File: src/rtl/tt_um_accelshark_psg_mixer.sv
// Four-voice stereo PSG mixer: one voice multiply-accumulate per cycle.
// Optional master gain with saturation is enabled by defining MIXER_GAIN_EN.
module tt_um_accelshark_psg_mixer (
    input  logic        clk,
    input  logic        rst_n,
    input  logic        ena,
    input  logic        strobe,
    input  logic [31:0] voice,
    input  logic [15:0] vol,
    input  logic [7:0]  pan,
`ifdef MIXER_GAIN_EN
    input  logic [1:0]  gain,
`endif
    output logic [15:0] mix_l,
    output logic [15:0] mix_r,
    output logic        valid,
    output logic        overrun
);

    typedef enum logic [1:0] {
        S_IDLE,
        S_ACCUM,
        S_OUTPUT
    } state_t;

    state_t      r_state;
    logic [1:0]  r_idx;
    logic [31:0] r_voice;
    logic [15:0] r_vol;
    logic [7:0]  r_pan;
    logic [13:0] r_acc_l;
    logic [13:0] r_acc_r;
    logic [15:0] r_mix_l;
    logic [15:0] r_mix_r;
    logic        r_valid;
    logic        r_overrun;
`ifdef MIXER_GAIN_EN
    logic [1:0]  r_gain;
`endif

    logic [7:0]  w_voice_k;
    logic [3:0]  w_vol_k;
    logic        w_pan_l;
    logic        w_pan_r;
    logic [11:0] w_product;
    logic [13:0] w_add_l;
    logic [13:0] w_add_r;
    logic [15:0] w_out_l;
    logic [15:0] w_out_r;

    // Select the snapshot fields of the voice addressed by the index.
    always_comb begin
        w_voice_k = 8'd0;
        w_vol_k   = 4'd0;
        w_pan_l   = 1'b0;
        w_pan_r   = 1'b0;
        unique case (r_idx)
            2'd0: begin
                w_voice_k = r_voice[7:0];
                w_vol_k   = r_vol[3:0];
                w_pan_l   = r_pan[0];
                w_pan_r   = r_pan[1];
            end
            2'd1: begin
                w_voice_k = r_voice[15:8];
                w_vol_k   = r_vol[7:4];
                w_pan_l   = r_pan[2];
                w_pan_r   = r_pan[3];
            end
            2'd2: begin
                w_voice_k = r_voice[23:16];
                w_vol_k   = r_vol[11:8];
                w_pan_l   = r_pan[4];
                w_pan_r   = r_pan[5];
            end
            2'd3: begin
                w_voice_k = r_voice[31:24];
                w_vol_k   = r_vol[15:12];
                w_pan_l   = r_pan[6];
                w_pan_r   = r_pan[7];
            end
        endcase
    end

    assign w_product = {4'b0000, w_voice_k} * {8'h00, w_vol_k};
    assign w_add_l   = w_pan_l ? {2'b00, w_product} : 14'd0;
    assign w_add_r   = w_pan_r ? {2'b00, w_product} : 14'd0;

`ifdef MIXER_GAIN_EN
    logic [16:0] w_scaled_l;
    logic [16:0] w_scaled_r;

    // Apply the master shift; anything past 16 bits clips to full scale.
    always_comb begin
        w_scaled_l = {3'b000, r_acc_l} << r_gain;
        w_scaled_r = {3'b000, r_acc_r} << r_gain;
        w_out_l    = w_scaled_l[16] ? 16'hFFFF : w_scaled_l[15:0];
        w_out_r    = w_scaled_r[16] ? 16'hFFFF : w_scaled_r[15:0];
    end
`else
    // Fixed x4 scaling; the largest sum (15300) still fits 16 bits.
    always_comb begin
        w_out_l = {r_acc_l, 2'b00};
        w_out_r = {r_acc_r, 2'b00};
    end
`endif

    // Sequencer: snapshot, four accumulate cycles, then publish the sample.
    always_ff @(posedge clk or negedge rst_n) begin
        if (!rst_n) begin
            r_state   <= S_IDLE;
            r_idx     <= 2'd0;
            r_voice   <= 32'd0;
            r_vol     <= 16'd0;
            r_pan     <= 8'd0;
            r_acc_l   <= 14'd0;
            r_acc_r   <= 14'd0;
            r_mix_l   <= 16'd0;
            r_mix_r   <= 16'd0;
            r_valid   <= 1'b0;
            r_overrun <= 1'b0;
`ifdef MIXER_GAIN_EN
            r_gain    <= 2'd0;
`endif
        end else if (!ena) begin
            r_state <= S_IDLE;
            r_idx   <= 2'd0;
            r_valid <= 1'b0;
        end else begin
            unique case (r_state)
                S_IDLE: begin
                    r_valid <= 1'b0;
                    if (strobe) begin
                        r_voice <= voice;
                        r_vol   <= vol;
                        r_pan   <= pan;
`ifdef MIXER_GAIN_EN
                        r_gain  <= gain;
`endif
                        r_acc_l <= 14'd0;
                        r_acc_r <= 14'd0;
                        r_idx   <= 2'd0;
                        r_state <= S_ACCUM;
                    end
                end
                S_ACCUM: begin
                    r_valid <= 1'b0;
                    if (strobe) begin
                        r_overrun <= 1'b1;
                    end
                    r_acc_l <= r_acc_l + w_add_l;
                    r_acc_r <= r_acc_r + w_add_r;
                    if (r_idx == 2'd3) begin
                        r_idx   <= 2'd0;
                        r_state <= S_OUTPUT;
                    end else begin
                        r_idx <= r_idx + 2'd1;
                    end
                end
                S_OUTPUT: begin
                    if (strobe) begin
                        r_overrun <= 1'b1;
                    end
                    r_mix_l <= w_out_l;
                    r_mix_r <= w_out_r;
                    r_valid <= 1'b1;
                    r_state <= S_IDLE;
                end
                default: begin
                    r_valid <= 1'b0;
                    r_idx   <= 2'd0;
                    r_state <= S_IDLE;
                end
            endcase
        end
    end

    assign mix_l   = r_mix_l;
    assign mix_r   = r_mix_r;
    assign valid   = r_valid;
    assign overrun = r_overrun;

endmodule
File: config.mk
export PLATFORM = sky130hd
export DESIGN_NAME = tt_um_accelshark_psg_mixer
export DESIGN_NICKNAME = d
export VERILOG_FILES = /design/src/rtl/tt_um_accelshark_psg_mixer.sv
export SDC_FILE = /design/constraint.sdc
export NUM_CORES = 1
export LEC_CHECK = 0
export CAP_MARGIN = 20
export CORE_ASPECT_RATIO = 0.6
export CORE_MARGIN = 2
export CORE_UTILIZATION = 35
export CTS_BUF_LIST = sky130_fd_sc_hd__clkbuf_16
export DETAILED_ROUTE_END_ITERATION = 8
export GPL_TIMING_DRIVEN = 1
export PLACE_DENSITY_LB_ADDON = 0.15
export SYNTH_ARGS = -nofsm -noshare
export SYNTH_HDL_FRONTEND = slang
export SYNTH_SLANG_ARGS = --single-unit
File: constraint.sdc
create_clock -name clk -period 10.1 [get_ports clk]
set_input_delay 2.525 -clock clk [delete_from_list [all_inputs] [get_ports clk]]
set_output_delay 2.525 -clock clk [all_outputs]
set_load 0.01 [all_outputs]
# == Yosys cells after proc, flatten, opt, wreduce, memory -nomap -nowiden ==
# Index checks and enable logic that the tools add are counted.
# totals
input_bits,60
register_bits,118
out_inout_bits,34
word_cells,53
# op_classes
n_mux,19
n_eq_ne,9
n_addsub,3
n_mul,1
n_reduce_logical,10
# ops
op,count
one-hot mux 14 bit (2 select lines),2
one-hot mux 8 bit (4 select lines),1
adder 14 x 12 -> 14 bit,2
2-to-1 mux 12 bit,2
one-hot mux 4 bit (4 select lines),1
2-to-1 mux 14 bit,1
multiplier 8 x 4 -> 12 bit,1
2-to-1 mux 2 bit,6
AND reduction 3 bit,3
one-hot mux 1 bit (4 select lines),2
equality test 2 bit (second input constant),3
inequality test 3 bit (second input constant),2
one-hot mux 2 bit (3 select lines),1
AND reduction 2 bit,3
equality test 2 x 1 -> 1 bit (second input constant),2
zero test 2 bit,2
inequality test 2 bit (second input constant),2
one-hot mux 2 bit (2 select lines),1
adder 2 x 1 -> 2 bit (second input constant),1
2-to-1 mux 1 bit,2
nonzero test 2 bit,1
OR reduction 2 bit,1

# == Depth between registers and ports, before layout ==
# depth
word_depth,6
depth_mapped,25
mapped_depth_nobuf,24

# == Worst setup path after synthesis ==
# OpenSTA, ideal clock, no wires.
# synth_path
kind,reg-to-reg
startpoint,reg r_idx[0]
endpoint,reg r_acc_l[13]
t_arrival_ps,5105
path_slack_ps,4869
n_path_buf,1
t_required_ps,9974
period_less_slack_ps,5231
setup_ps,126
path_stages_with_launch,25
cell_sequence,dfrtp_1 -> inv_1 -> ha_1 -> clkinv_1 -> clkbuf_1 -> nand2_1 -> o21ai_1 -> or2_2 -> fa_1 -> inv_1 -> fa_1 -> ha_1 -> a211oi_1 -> o21bai_1 -> a2111o_1 -> nand2_1 -> xor2_1 -> nor2_1 -> ha_1 -> a21o_1 -> a31o_2 -> o211ai_1 -> a21oi_1 -> xnor2_1 -> nor2_1
# synth_via
elab_chain_cells,6
word_cells_on_any_way,11
classes_between,add/sub (1); mul (1); eq/ne (3); mux (5); reduce/logical (1)
# synth_rtl
item,line_no,source
from (decl),27,logic [1:0] r_idx;
from (signal assigned),157,r_idx <= r_idx + 2'd1;
equality test 2 bit (tied with other cells),57,unique case (r_idx)
one-hot mux 8 bit (4 select lines) or one-hot mux 4 bit (4 select lines) (tied branches),57,
multiplier 8 x 4 -> 12 bit,85,"assign w_product = {4'b0000, w_voice_k} * {8'h00, w_vol_k};"
2-to-1 mux 12 bit *,86,"assign w_add_l = w_pan_l ? {2'b00, w_product} : 14'd0;"
adder 14 x 12 -> 14 bit *,151,r_acc_l <= r_acc_l + w_add_l;
one-hot mux 14 bit (2 select lines) *,130,unique case (r_state)
to (signal assigned),151,
to (decl),31,logic [13:0] r_acc_l;
# Every way passes the cells marked *; elsewhere a longest branch is shown, timed or not.
# A chain may end at the register's enable or synchronous reset.

# == Worst setup path after layout ==
# layout_path
startpoint,reg r_idx[0]
endpoint,reg r_acc_r[13]
# layout_via
elab_chain_cells,6
word_cells_on_any_way,11
classes_between,add/sub (1); mul (1); eq/ne (3); mux (5); reduce/logical (1)
# layout_rtl
item,line_no,source
equality test 2 bit (tied with other cells),57,
one-hot mux 8 bit (4 select lines) or one-hot mux 4 bit (4 select lines) (tied branches),57,
multiplier 8 x 4 -> 12 bit,85,
2-to-1 mux 12 bit *,87,"assign w_add_r = w_pan_r ? {2'b00, w_product} : 14'd0;"
adder 14 x 12 -> 14 bit *,152,r_acc_r <= r_acc_r + w_add_r;
one-hot mux 14 bit (2 select lines) *,130,
to (signal assigned),152,
to (decl),32,logic [13:0] r_acc_r;
# Marked as above.

==> impl_metrics.json <==
{
  "start_kind": "register",
  "slew_violations": 0,
  "cts_buffers": 17,
  "finalHoldViolCount": 0,
  "drive_gt1_share_pct": 18.7,
  "critical_path_class": "reg -> reg",
  "ys.flop_type": "dfrtp_1",
  "period_share_pct": 61.7,
  "fin_ws_ns": 3.87,
  "cts_sinks": 118,
  "grt_max_degree": 77,
  "antenna_found_initial": 0,
  "yosysTopAreaCell": "dfrtp_1",
  "hold_class": "reg -> reg",
  "gp_congestion": 0.864,
  "yosysMostFrequentCell": "dfrtp_1",
  "num_vias": 5160,
  "drc_errors": 0,
  "clock_tree.buffer_depth": 2,
  "port_buffers": 89,
  "grt_usage_pct": 17.0,
  "final_nets": 864,
  "place_hpwl_um": 12500,
  "wl_um": 16800,
  "p_comb_share_pct": 53.1,
  "antenna_cells": 0,
  "async_flop_share_pct": 100,
  "crit_fanout": 28,
  "die_y_um": 113,
  "ys_seq_area_share_pct": 42.7,
  "required_ns": 10.39,
  "max_freq_ghz": 0.161,
  "grt_pass1_vias": 5258,
  "synthTopCellsByCount": "dfrtp_1 (118), mux2_2 (85), nor2_1 (71)",
  "drt_iter0_markers": 417,
  "antenna_left": 0,
  "netlist_area_sq_mm": 0.00692,
  "worst_slew_pin_slew_ns": 0.984,
  "period_minus_slack_ns": 6.23,
  "tns_ns": 0,
  "rows": 39,
  "final.setup_skew_ns": 0.00960,
  "initial_core_util_pct": 36.1,
  "vias_per_cell": 5.05,
  "clkSlewWorstSetupHoldPaths_ns": 0.05,
  "place_ws_ns": 3.96,
  "power_density_mw_per_mm2": 304,
  "clock_latency_ns": 0.42,
  "avgRoutedWirePerCell_um": 16.4,
  "synthDistinctLibCells": 53,
  "max-slew-margin-rel_pct": 34.4,
  "power_switching_mw": 1.10,
  "grt-ovfl-total": 0,
  "grt_setup_unrepaired": "no",
  "grt_pass1_wl_um": 27500,
  "status": "finished, final reports clean",
  "core_sq_mm": 0.0192,
  "p_leak_nw": 3.95,
  "power.internal_mw": 1.51,
  "post-route-util_pct": 44.8,
  "cp-end-kind": "register",
  "peakVddDrop_uv": 148,
  "power.switching_fraction_pct": 42.1,
  "maxCapViolCount": 0,
  "whs_ns": 0.477,
  "area_growth_pct": 24.1,
  "arrival_ns": 6.52,
  "ctsHoldBuffers": 0,
  "yosysTopAreaCellShare_pct": 42.7,
  "boundaryPins": 94,
  "ys_ff_latch": 118,
  "syn-mean-instance-area_sq_um": 10.6,
  "die-area_sq_mm": 0.0210,
  "synth_warnings": 0,
  "die_x_um": 186,
  "p_clk_share_pct": 20.8,
  "cts_max_level": 4,
  "seqPwrFrac_pct": 26.1,
  "postCtsSetupBuffers": 0,
  "setup_viol": 0,
  "dr.pass1.iters": 7,
  "synthTopCellsByArea": "dfrtp_1 (43%), mux2_2 (14%), ha_1 (8.7%), fa_1 (4.0%), nor2_1 (3.9%)",
  "ctsResizeCount": 0,
  "cts_tree": "built",
  "cts-root-buf": "clkbuf_16",
  "synth_edf_count": 0,
  "syn-instance-count": 653
}
[cell usage in the layout, fill, tap and decap left out, types with 7 or more instances in the layout]
cell and instances:
fa_1 14, clkinv_2 7, buf_4 7, xor2_1 15
a21oi_1 26, o21ai_0 34, a222oi_1 14, nand3_1 12
nand2_1 56, nor2_1 71, xnor2_1 11, or2_2 10
ha_1 48, o21ai_1 11, clkbuf_16 17, mux2_2 85
clkdlybuf4s50_1 88, inv_1 34, a211oi_1 7, dfrtp_1 118
a21o_1 11
[registers in the layout, indices dropped and copies added, names as in the netlist, 2 cells and up]
| name | count |
|---|---|
| mix_r | 14 |
| r_vol | 16 |
| r_acc_r | 14 |
| r_pan | 8 |
| r_state | 2 |
| r_acc_l | 14 |
| r_voice | 32 |
| mix_l | 14 |
| r_idx | 2 |
[critical path, stage by stage (launching register included)]
cell       delay (ns)
dfrtp_1          0.42
inv_1            0.11
ha_1             0.15
clkinv_1         0.52
o21ai_1          0.79
nor2_1           0.15
fa_1             0.50
inv_1            0.05
fa_1             0.53
inv_1            0.04
ha_1             0.33
nor2b_1          0.15
o21a_1           0.18
nor2_1           0.11
xor2_1           0.37
nor2_1           0.09
ha_1             0.37
a2111oi_2        0.39
o21ai_1          0.20
a41oi_2          0.32
a211oi_2         0.12
xnor2_1          0.15
nor2_1           0.06
[stage by stage]
stage          std cells  power (mW)  instance area, sq um
2_1_floorplan        656        1.67                  6930
3_3_place_gp         989        2.04                  8070
3_5_place_dp         989        2.06                  8070
4_1_cts             1021        2.62                  8590
5_1_grt             1021        2.84                  8590
6_report            1021        2.61                  8590
[power groups by stage]
stage	clock network, mW	logic, mW	registers [mW]
after floorplan	0	0.998	0.669
after global placement	0	1.36	0.685
after detailed placement	0	1.37	0.688
after CTS	0.558	1.38	0.681
after global routing	0.583	1.56	0.698
final	0.544	1.39	0.681
[per-layer routing]
metal | GRT usage [%] | wire length [um]
met1 | 26.0 | 8840
met2 | 23.6 | 6940
met3 | 4.12 | 825
met4 | 5.04 | 177
met5 | 0 | 0
[path summary, 6_finish.rpt]
| check | slack [ns] | end | cells after the start | start |
|---|---|---|---|---|
| hold / removal | 0.48 | overrun$_DFFE_PN0P_ | 1 | overrun$_DFFE_PN0P_ |
| setup / recovery | 3.87 | r_acc_r[13]$_DFFE_PN0P_ | 22 | r_idx[0]$_DFFE_PN0P_ |
| setup reg to reg | 3.87 | r_acc_r[13]$_DFFE_PN0P_ | 22 | r_idx[0]$_DFFE_PN0P_ |
| min in group asynchronous | 2.09 | r_acc_l[13]$_DFFE_PN0P_ | 1 | rst_n |
| max in group asynchronous | 6.61 | r_voice[23]$_DFFE_PN0P_ | 2 | rst_n |
| hold reg to reg | 0.48 | overrun$_DFFE_PN0P_ | 1 | overrun$_DFFE_PN0P_ |
[cells by family (layout without fill, tap and decap cells)]
group / after synthesis / in the layout / share of synthesized area [%]
simple gates: 165 / 165 / 10.2
other cells: 1 / 4 / 0.0542
buf+inv: 59 / 158 / 3.67
xor+xnor: 26 / 26 / 3.29
fa+ha+maj: 62 / 62 / 12.7
flops: 118 / 118 / 42.7
compound gates: 135 / 135 / 13.2
mux: 87 / 87 / 14.1
[area by class of cell]
type	instances	area, sq um
fill	1819	10600
tap	266	333
timing repair buffer	95	933
sequential	118	2950
clock inverter	15	100
clock buffer	17	425
inverter	31	116
multi-input combinational	479	3730
(Power assumes the default switching activity.)
